### config.mk
export PLATFORM = sky130hd
export DESIGN_NAME = mem_arbiter_flat
export DESIGN_NICKNAME = d
export VERILOG_FILES = /design/src/rtl/mem_arbiter_if.sv /design/src/rtl/mem_arbiter.sv /design/src/flat_wrapper.sv
export SDC_FILE = /design/constraint.sdc
export NUM_CORES = 1
export LEC_CHECK = 0
export BUFFER_PORTS_ARGS = -buffer_cell sky130_fd_sc_hd__buf_2
export CAP_MARGIN = 30
export CORE_AREA = 2 2 114 116
export CTS_BUF_LIST = sky130_fd_sc_hd__clkbuf_8
export DETAILED_ROUTE_END_ITERATION = 10
export DIE_AREA = 0 0 116 118
export GPL_ROUTABILITY_DRIVEN = 0
export PLACE_DENSITY_LB_ADDON = 0.25
export SYNTH_ARGS = -nofsm -noshare
export SYNTH_HDL_FRONTEND = slang
export SYNTH_SLANG_ARGS = --single-unit
### constraint.sdc
create_clock -name clock -period 5.1 [get_ports clock]
set_clock_uncertainty 0.2 [all_clocks]
set_input_delay 1.02 -clock clock [delete_from_list [all_inputs] [get_ports clock]]
set_output_delay 1.02 -clock clock [all_outputs]
set_load 0.05 [all_outputs]
### src/rtl/mem_arbiter_if.sv
// Request/acknowledge bus shared by the fetch port, the data port and the
// memory side of mem_arbiter. The master issues requests, the slave answers.
interface mem_arbiter_if #(
  parameter int ADDR_WIDTH = 32,
  parameter int DATA_WIDTH = 32
);
  logic                  req;
  logic                  we;
  logic [ADDR_WIDTH-1:0] addr;
  logic [DATA_WIDTH-1:0] wdata;
  logic                  ack;
  logic [DATA_WIDTH-1:0] rdata;

  modport master (output req, we, addr, wdata, input ack, rdata);
  modport slave  (input req, we, addr, wdata, output ack, rdata);
endinterface

### src/rtl/mem_arbiter.sv
// Shares one single-port word memory between instruction fetch and load/store.
// One transaction at a time; data has priority, but a streak counter forces a
// fetch grant after MAX_DATA_BURST data grants made while a fetch was waiting.
//
// state  | meaning
// IDLE   | no transaction outstanding, arbitration happens this cycle
// BUSY_I | fetch outstanding on the memory bus
// BUSY_D | data access outstanding on the memory bus
module mem_arbiter #(
  parameter int ADDR_WIDTH     = 32,
  parameter int DATA_WIDTH     = 32,
  parameter int MAX_DATA_BURST = 4
) (
  input  logic          clock,
  input  logic          reset,
  mem_arbiter_if.slave  i,
  mem_arbiter_if.slave  d,
  mem_arbiter_if.master mem
);

  localparam int STREAK_BITS = ($clog2(MAX_DATA_BURST + 1) > 3) ? $clog2(MAX_DATA_BURST + 1) : 3;
  localparam logic [STREAK_BITS-1:0] STREAK_MAX = STREAK_BITS'(MAX_DATA_BURST);

  typedef enum logic [1:0] {IDLE, BUSY_I, BUSY_D} state_t;

  state_t                  state, state_nxt;
  logic [STREAK_BITS-1:0]  streak, streak_nxt;
  logic                    req_q, req_nxt;
  logic                    we_q, we_nxt;
  logic [ADDR_WIDTH-1:0]   addr_q, addr_nxt;
  logic [DATA_WIDTH-1:0]   wdata_q, wdata_nxt;
  logic                    grant_d, grant_i;

  // data wins unless a fetch is waiting and the data streak is exhausted
  assign grant_d = (state == IDLE) && d.req && (!i.req || (streak < STREAK_MAX));
  assign grant_i = (state == IDLE) && !grant_d && i.req;

  // state, streak and registered memory request
  always_ff @(posedge clock or posedge reset) begin
    if (reset) begin
      state   <= IDLE;
      streak  <= '0;
      req_q   <= 1'b0;
      we_q    <= 1'b0;
      addr_q  <= '0;
      wdata_q <= '0;
    end else begin
      state   <= state_nxt;
      streak  <= streak_nxt;
      req_q   <= req_nxt;
      we_q    <= we_nxt;
      addr_q  <= addr_nxt;
      wdata_q <= wdata_nxt;
    end
  end

  // next-state: grant from IDLE, hold the bus in BUSY until mem ack
  always_comb begin
    state_nxt  = state;
    streak_nxt = streak;
    req_nxt    = req_q;
    we_nxt     = we_q;
    addr_nxt   = addr_q;
    wdata_nxt  = wdata_q;
    case (state)
      IDLE: begin
        if (grant_d) begin
          state_nxt = BUSY_D;
          req_nxt   = 1'b1;
          we_nxt    = d.we;
          addr_nxt  = d.addr;
          wdata_nxt = d.wdata;
          if (!i.req)
            streak_nxt = '0;
          else if (streak < STREAK_MAX)
            streak_nxt = streak + 1'b1;
        end else if (grant_i) begin
          state_nxt  = BUSY_I;
          req_nxt    = 1'b1;
          we_nxt     = 1'b0;
          addr_nxt   = i.addr;
          wdata_nxt  = '0;
          streak_nxt = '0;
        end
      end
      BUSY_I, BUSY_D: begin
        if (mem.ack) begin
          state_nxt = IDLE;
          req_nxt   = 1'b0;
        end
      end
      default: state_nxt = IDLE;
    endcase
  end

  assign mem.req   = req_q;
  assign mem.we    = we_q;
  assign mem.addr  = addr_q;
  assign mem.wdata = wdata_q;

  // acks are combinational so the requester sees completion in the mem ack cycle
  assign i.ack   = mem.ack && (state == BUSY_I);
  assign d.ack   = mem.ack && (state == BUSY_D);
  assign i.rdata = mem.rdata;
  assign d.rdata = mem.rdata;

endmodule

### src/flat_wrapper.sv
// flat-port wrapper written by rule: the top's interface ports become plain ports
module mem_arbiter_flat 
#(
  parameter int ADDR_WIDTH     = 32,
  parameter int DATA_WIDTH     = 32,
  parameter int MAX_DATA_BURST = 4
)
  (clock, reset, i_req, i_we, i_addr, i_wdata, i_ack, i_rdata, d_req, d_we, d_addr, d_wdata, d_ack, d_rdata, mem_req, mem_we, mem_addr, mem_wdata, mem_ack, mem_rdata);
  mem_arbiter_if #(.ADDR_WIDTH(ADDR_WIDTH), .DATA_WIDTH(DATA_WIDTH)) i_i ();
  mem_arbiter_if #(.ADDR_WIDTH(ADDR_WIDTH), .DATA_WIDTH(DATA_WIDTH)) d_i ();
  mem_arbiter_if #(.ADDR_WIDTH(ADDR_WIDTH), .DATA_WIDTH(DATA_WIDTH)) mem_i ();
  input  logic clock;
  input  logic reset;
  input wire logic [$bits(i_i.req)-1:0] i_req;
  input wire logic [$bits(i_i.we)-1:0] i_we;
  input wire logic [$bits(i_i.addr)-1:0] i_addr;
  input wire logic [$bits(i_i.wdata)-1:0] i_wdata;
  output wire logic [$bits(i_i.ack)-1:0] i_ack;
  output wire logic [$bits(i_i.rdata)-1:0] i_rdata;
  input wire logic [$bits(d_i.req)-1:0] d_req;
  input wire logic [$bits(d_i.we)-1:0] d_we;
  input wire logic [$bits(d_i.addr)-1:0] d_addr;
  input wire logic [$bits(d_i.wdata)-1:0] d_wdata;
  output wire logic [$bits(d_i.ack)-1:0] d_ack;
  output wire logic [$bits(d_i.rdata)-1:0] d_rdata;
  output wire logic [$bits(mem_i.req)-1:0] mem_req;
  output wire logic [$bits(mem_i.we)-1:0] mem_we;
  output wire logic [$bits(mem_i.addr)-1:0] mem_addr;
  output wire logic [$bits(mem_i.wdata)-1:0] mem_wdata;
  input wire logic [$bits(mem_i.ack)-1:0] mem_ack;
  input wire logic [$bits(mem_i.rdata)-1:0] mem_rdata;
  assign i_i.req = i_req;
  assign i_i.we = i_we;
  assign i_i.addr = i_addr;
  assign i_i.wdata = i_wdata;
  assign i_ack = i_i.ack;
  assign i_rdata = i_i.rdata;
  assign d_i.req = d_req;
  assign d_i.we = d_we;
  assign d_i.addr = d_addr;
  assign d_i.wdata = d_wdata;
  assign d_ack = d_i.ack;
  assign d_rdata = d_i.rdata;
  assign mem_req = mem_i.req;
  assign mem_we = mem_i.we;
  assign mem_addr = mem_i.addr;
  assign mem_wdata = mem_i.wdata;
  assign mem_i.ack = mem_ack;
  assign mem_i.rdata = mem_rdata;
  mem_arbiter #(.ADDR_WIDTH(ADDR_WIDTH), .DATA_WIDTH(DATA_WIDTH), .MAX_DATA_BURST(MAX_DATA_BURST)) u_core (.clock(clock), .reset(reset), .i(i_i), .d(d_i), .mem(mem_i));
endmodule
# Word level (Yosys, flattened, before mapping)

Cells that the tools add are included.

Multipliers: 0
Bitwise gates (word level): 0
Divide/modulo/power cells: 0
$lt $le $gt $ge: 1
Equality and inequality tests: 5
Shift-type cells: 0
Reduce and logical (&&, ||, !) cells: 17
Multiplexer cells: 18
Add/subtract/negate cells: 1

Operators with widths:

| kind                                                                   | number |
|---|---|
| 32-bit two-way mux                                                     | 4 |
| 3-bit two-way mux                                                      | 4 |
| 1-bit logical AND                                                      | 6 |
| 2-bit two-way mux                                                      | 3 |
| 3-bit AND reduction                                                    | 2 |
| 1-bit two-way mux                                                      | 5 |
| 2-bit case mux with 2 select lines                                     | 1 |
| 2-bit AND reduction                                                    | 2 |
| 2-bit nonzero test                                                     | 2 |
| 3-bit by 1-bit adder with 3-bit output (second input constant)         | 1 |
| 3-bit less-than comparator (second input constant)                     | 1 |
| 3-bit by 1-bit != test with 1-bit output (second input constant)       | 1 |
| 3-bit != test (second input constant)                                  | 1 |
| 2-bit by 1-bit equality test with 1-bit output (second input constant) | 1 |
| 2-bit equality test (second input constant)                            | 1 |
| 1-bit logical NOT                                                      | 2 |
| 2-bit logical NOT                                                      | 1 |
| 2-bit != test (second input constant)                                  | 1 |
| 1-bit case mux with 2 select lines                                     | 1 |
| 2-bit OR reduction                                                     | 1 |
| 1-bit logical OR                                                       | 1 |

Latch bits: 0
Memories kept: 0
Register bits: 71
RAM bits: 0
Bits in read-only memories: 0

# Logic depth before layout (Yosys ltp)

Depth after elaboration: 9
Depth in mapped cells: 7

# Worst setup path after synthesis

Ideal clock, no wire load.

Kind: input to output
From: in mem_ack
To: out d_ack
Path slack: 2448 ps
Required time: 3880 ps
Arrival time: 1432 ps
Stages on the path: 1
Cell sequence: and2_1

Cells in the longest elaborated chain, start to end: 1

Ends and longest elaborated chain:

| item              | line               | text |
|---|---|---|
| from (decl)       | flat_wrapper.sv:30 | `input wire logic [$bits(mem_i.ack)-1:0] mem_ack;` |
| 1-bit logical AND | mem_arbiter.sv:103 | `assign d.ack = mem.ack && (state == BUSY_D);` |
| to (decl)         | flat_wrapper.sv:24 | `output wire logic [$bits(d_i.ack)-1:0] d_ack;` |

Every way passes these cells.

# Worst setup path in the final report

Same ends and word-level chain as after synthesis.

==> impl_metrics.py <==
metrics = {
    "clocking": {
        "cts_sinks": 71,
        "ctsResizeCount": 0,
        "clock_path_buffers": 2,
        "clk_pin_slew_worst_paths_ps": 70,
        "cts_buffers": 9,
        "clock_latency_ps": 350,
        "htree_levels": 3,
        "cts_tree": "built",
        "cts_setup_buffers": 0,
        "root_buffer": "clkbuf_8",
        "cts_hold_buf": 0,
    },
    "layout": {
        "final_area_um2": 4470,
        "drive_gt1_frac": 0.427,
        "final_cell_mix": "buf_2 (169), dfrtp_1 (71), a22o_1 (33), nor2_1 (33)",
        "nets": 626,
        "n_antenna_cell": 0,
        "final_common_cell": "buf_2",
        "area_growth_pct": 17.8,
        "utilization": 0.360,
        "fin_cells": 631,
        "fillers": 1315,
    },
    "hold_path": {
        "hold_path.class": "flop to flop",
        "worstHoldStart": "u_core.streak[0]",
    },
    "drt": {
        "wl_per_cell_um": 16.2,
        "drcViolationCount": 0,
        "num_vias": 3161,
        "drt-initial-drc-count": 255,
        "antenna_left": 0,
        "first_pass_iters": 4,
        "drt_wl_total_um": 10200,
        "avgViaCountPerCell": 5.01,
    },
    "floorplan": {
        "start_util": 0.306,
        "rows": 41,
        "io_pins": 299,
        "core-area_um2": 12400,
        "die_w_um": 116,
        "fp.dieH_um": 118,
        "die_area_um2": 13700,
    },
    "worst_setup_path": {
        "rr_startpoint": "u_core.state[0]",
        "cpPeakStageDelay_ps": 250,
        "worstSetupPathType": "primary input to output pin",
        "startpoint": "mem_ack",
        "crit_arrival_ps": 1500,
        "worst_setup_path_end_kind": "output pin",
        "path_delay_family": "buffers and inverters",
        "required_ps": 3880,
        "cp-start-kind": "primary input",
        "crit_slowest_cell": "buf_2",
        "worstPathMaxFanout": 5,
        "path_buf_inv": 2,
        "crit_top_cell": "buf_2",
        "crit_chain": "buf_2 > and2_1 > buf_2",
    },
    "global_route": {
        "grt_usage": 0.150,
        "grt_pass1_wl_um": 16100,
        "antenna_found_initial": 0,
        "first_global_vias": 3065,
        "grt-ovfl-total": 0,
        "grt_max_degree": 55,
    },
    "power": {
        "p_clk_frac": 0.144,
        "seqPwrFrac": 0.280,
        "switchingPower_w": 0.00192,
        "power.share.switching": 0.539,
        "p_comb_frac": 0.576,
        "p_int_w": 0.00164,
        "peakVddDrop_uv": 316,
        "p_leak_nw": 2.12,
        "powerDensity_nw_per_um2": 796,
    },
    "sta": {
        "worstMarginPinSlew_ps": 944,
        "max_freq_mhz": 367,
        "finalSetupViolations": 0,
        "finalCriticalPeriod_ps": 2720,
        "min_period_over_period": 0.534,
        "timing.final.ws_setup_ps": 2380,
        "drv_slew": 0,
        "fin_setup_tns_ps": 0,
        "grt_setup_unrepaired": "false",
        "slew_headroom": 0.368,
        "finalHoldViolCount": 0,
    },
    "synth": {
        "yosysWarnings": 0,
        "synth_edf_count": 0,
        "synth-main-ff-cell": "dfrtp_1",
        "syn_area_um2": 3800,
        "async_reset_ff_frac": 1.00,
        "syn-num-nets": 539,
        "yosysSeqAreaShare": 0.468,
        "yosys_register_bits": 71,
        "synth_cell_types": 30,
        "syn_avg_cell_area_um2": 10.4,
        "syn_inst": 367,
    },
    "run_status": {
        "status": "finished, final reports clean",
    },
    "placement": {
        "placedCellCount": 615,
        "dpl_cell_area_um2": 4250,
        "post-place-ws_ps": 2070,
        "portBuffers": 169,
        "dp_hpwl_um": 6940,
    },
    "job": {
        "maxCapViolations": 0,
    },
}
power by group through the flow:
stage | Sequential (W) | Combinational (W) | Clock, W
2_1_floorplan | 0.00193 | 0.000812 | 0
3_3_place_gp | 0.000997 | 0.00203 | 0
3_5_place_dp | 0.00100 | 0.00208 | 0
4_1_cts | 0.00100 | 0.00207 | 0.000535
5_1_grt | 0.00103 | 0.00219 | 0.000559
6_report | 0.000997 | 0.00205 | 0.000513
layer usage:
metal | part of all wire | routed length (um) | GRT usage | vias to the layer above
met2 | 0.46 | 4720 | 0.246 | 152
met1 | 0.42 | 4260 | 0.182 | 1503
met3 | 0.095 | 971 | 0.0391 | 35
met5 | 0 | 0 | 0 | -
li1 | - | - | - | 1471
met4 | 0.025 | 255 | 0.0662 | 0
stage by stage:
| step | hold WS [ps] | total power, W |
|---|---|---|
| floorplan | 262 | 0.00274 |
| global placement | 281 | 0.00303 |
| finish | 300 | 0.00356 |
| global route | 321 | 0.00378 |
| detailed placement | 284 | 0.00308 |
| CTS | 305 | 0.00361 |
synth_stat cells (2+ instances only):
| library cell | count | area share |
|---|---|---|
| o21ai_1 | 13 | 0.017 |
| a32o_1 | 2 | 0.0053 |
| ha_1 | 5 | 0.016 |
| buf_4 | 65 | 0.13 |
| o21ai_0 | 21 | 0.028 |
| clkbuf_2 | 2 | 0.0026 |
| a31oi_1 | 32 | 0.053 |
| nand2_1 | 2 | 0.0020 |
| nand2b_1 | 3 | 0.0049 |
| dfrtp_1 | 71 | 0.47 |
| a21oi_1 | 2 | 0.0026 |
| inv_1 | 6 | 0.0059 |
| and2_1 | 2 | 0.0033 |
| buf_6 | 8 | 0.024 |
| nor2_1 | 33 | 0.033 |
| a22o_1 | 33 | 0.076 |
| clkbuf_1 | 3 | 0.0030 |
| buf_2 | 21 | 0.028 |
| o2111ai_1 | 32 | 0.074 |
worst paths after layout:
check / endpoint / slack [ps] / cells after the start
max: d_ack / 2380 / 3
min: u_core.streak[0] / 300 / 1
max reg2reg: u_core.streak[2] / 2650 / 7
min reg2reg: u_core.streak[0] / 300 / 1
max in group asynchronous: u_core.mem.addr[14] / 3130 / 3
min in group asynchronous: u_core.mem.wdata[5] / 560 / 2
state kept, by name, indices dropped and copies added (netlist names):
register          cells
u_core.mem.addr      32
u_core.state          2
u_core.streak         3
u_core.mem.wdata     32
u_core.mem.we         1
u_core.mem.req        1
area by class of cell:
cell class                      count  area (um^2)  share of cell area
Sequential cell                    71         1780               0.397
Timing Repair Buffer              175          943               0.211
Clock inverter                      7         96.3              0.0215
Inverter                            6         22.5             0.00503
Multi-Input combinational cell    191         1300               0.290
Tap cell                          172          215              0.0481
Clock buffer                        9          124              0.0277
worst register-to-register path, stage by stage, from the launching register on:
cell	delay (ps)
dfrtp_1	410
inv_1	120
ha_1	150
buf_4	390
nand2_1	120
buf_4	270
nor2_8	480
a32o_1	240
logic make-up after synthesis:
family                     share of synthesized area
DFF                                            0.468
AOI/OAI and AO/OA                              0.266
and+or+nand+nor                               0.0586
buffers and inverters                          0.191
adders and majority gates                     0.0165
(Power assumes the default switching activity.)
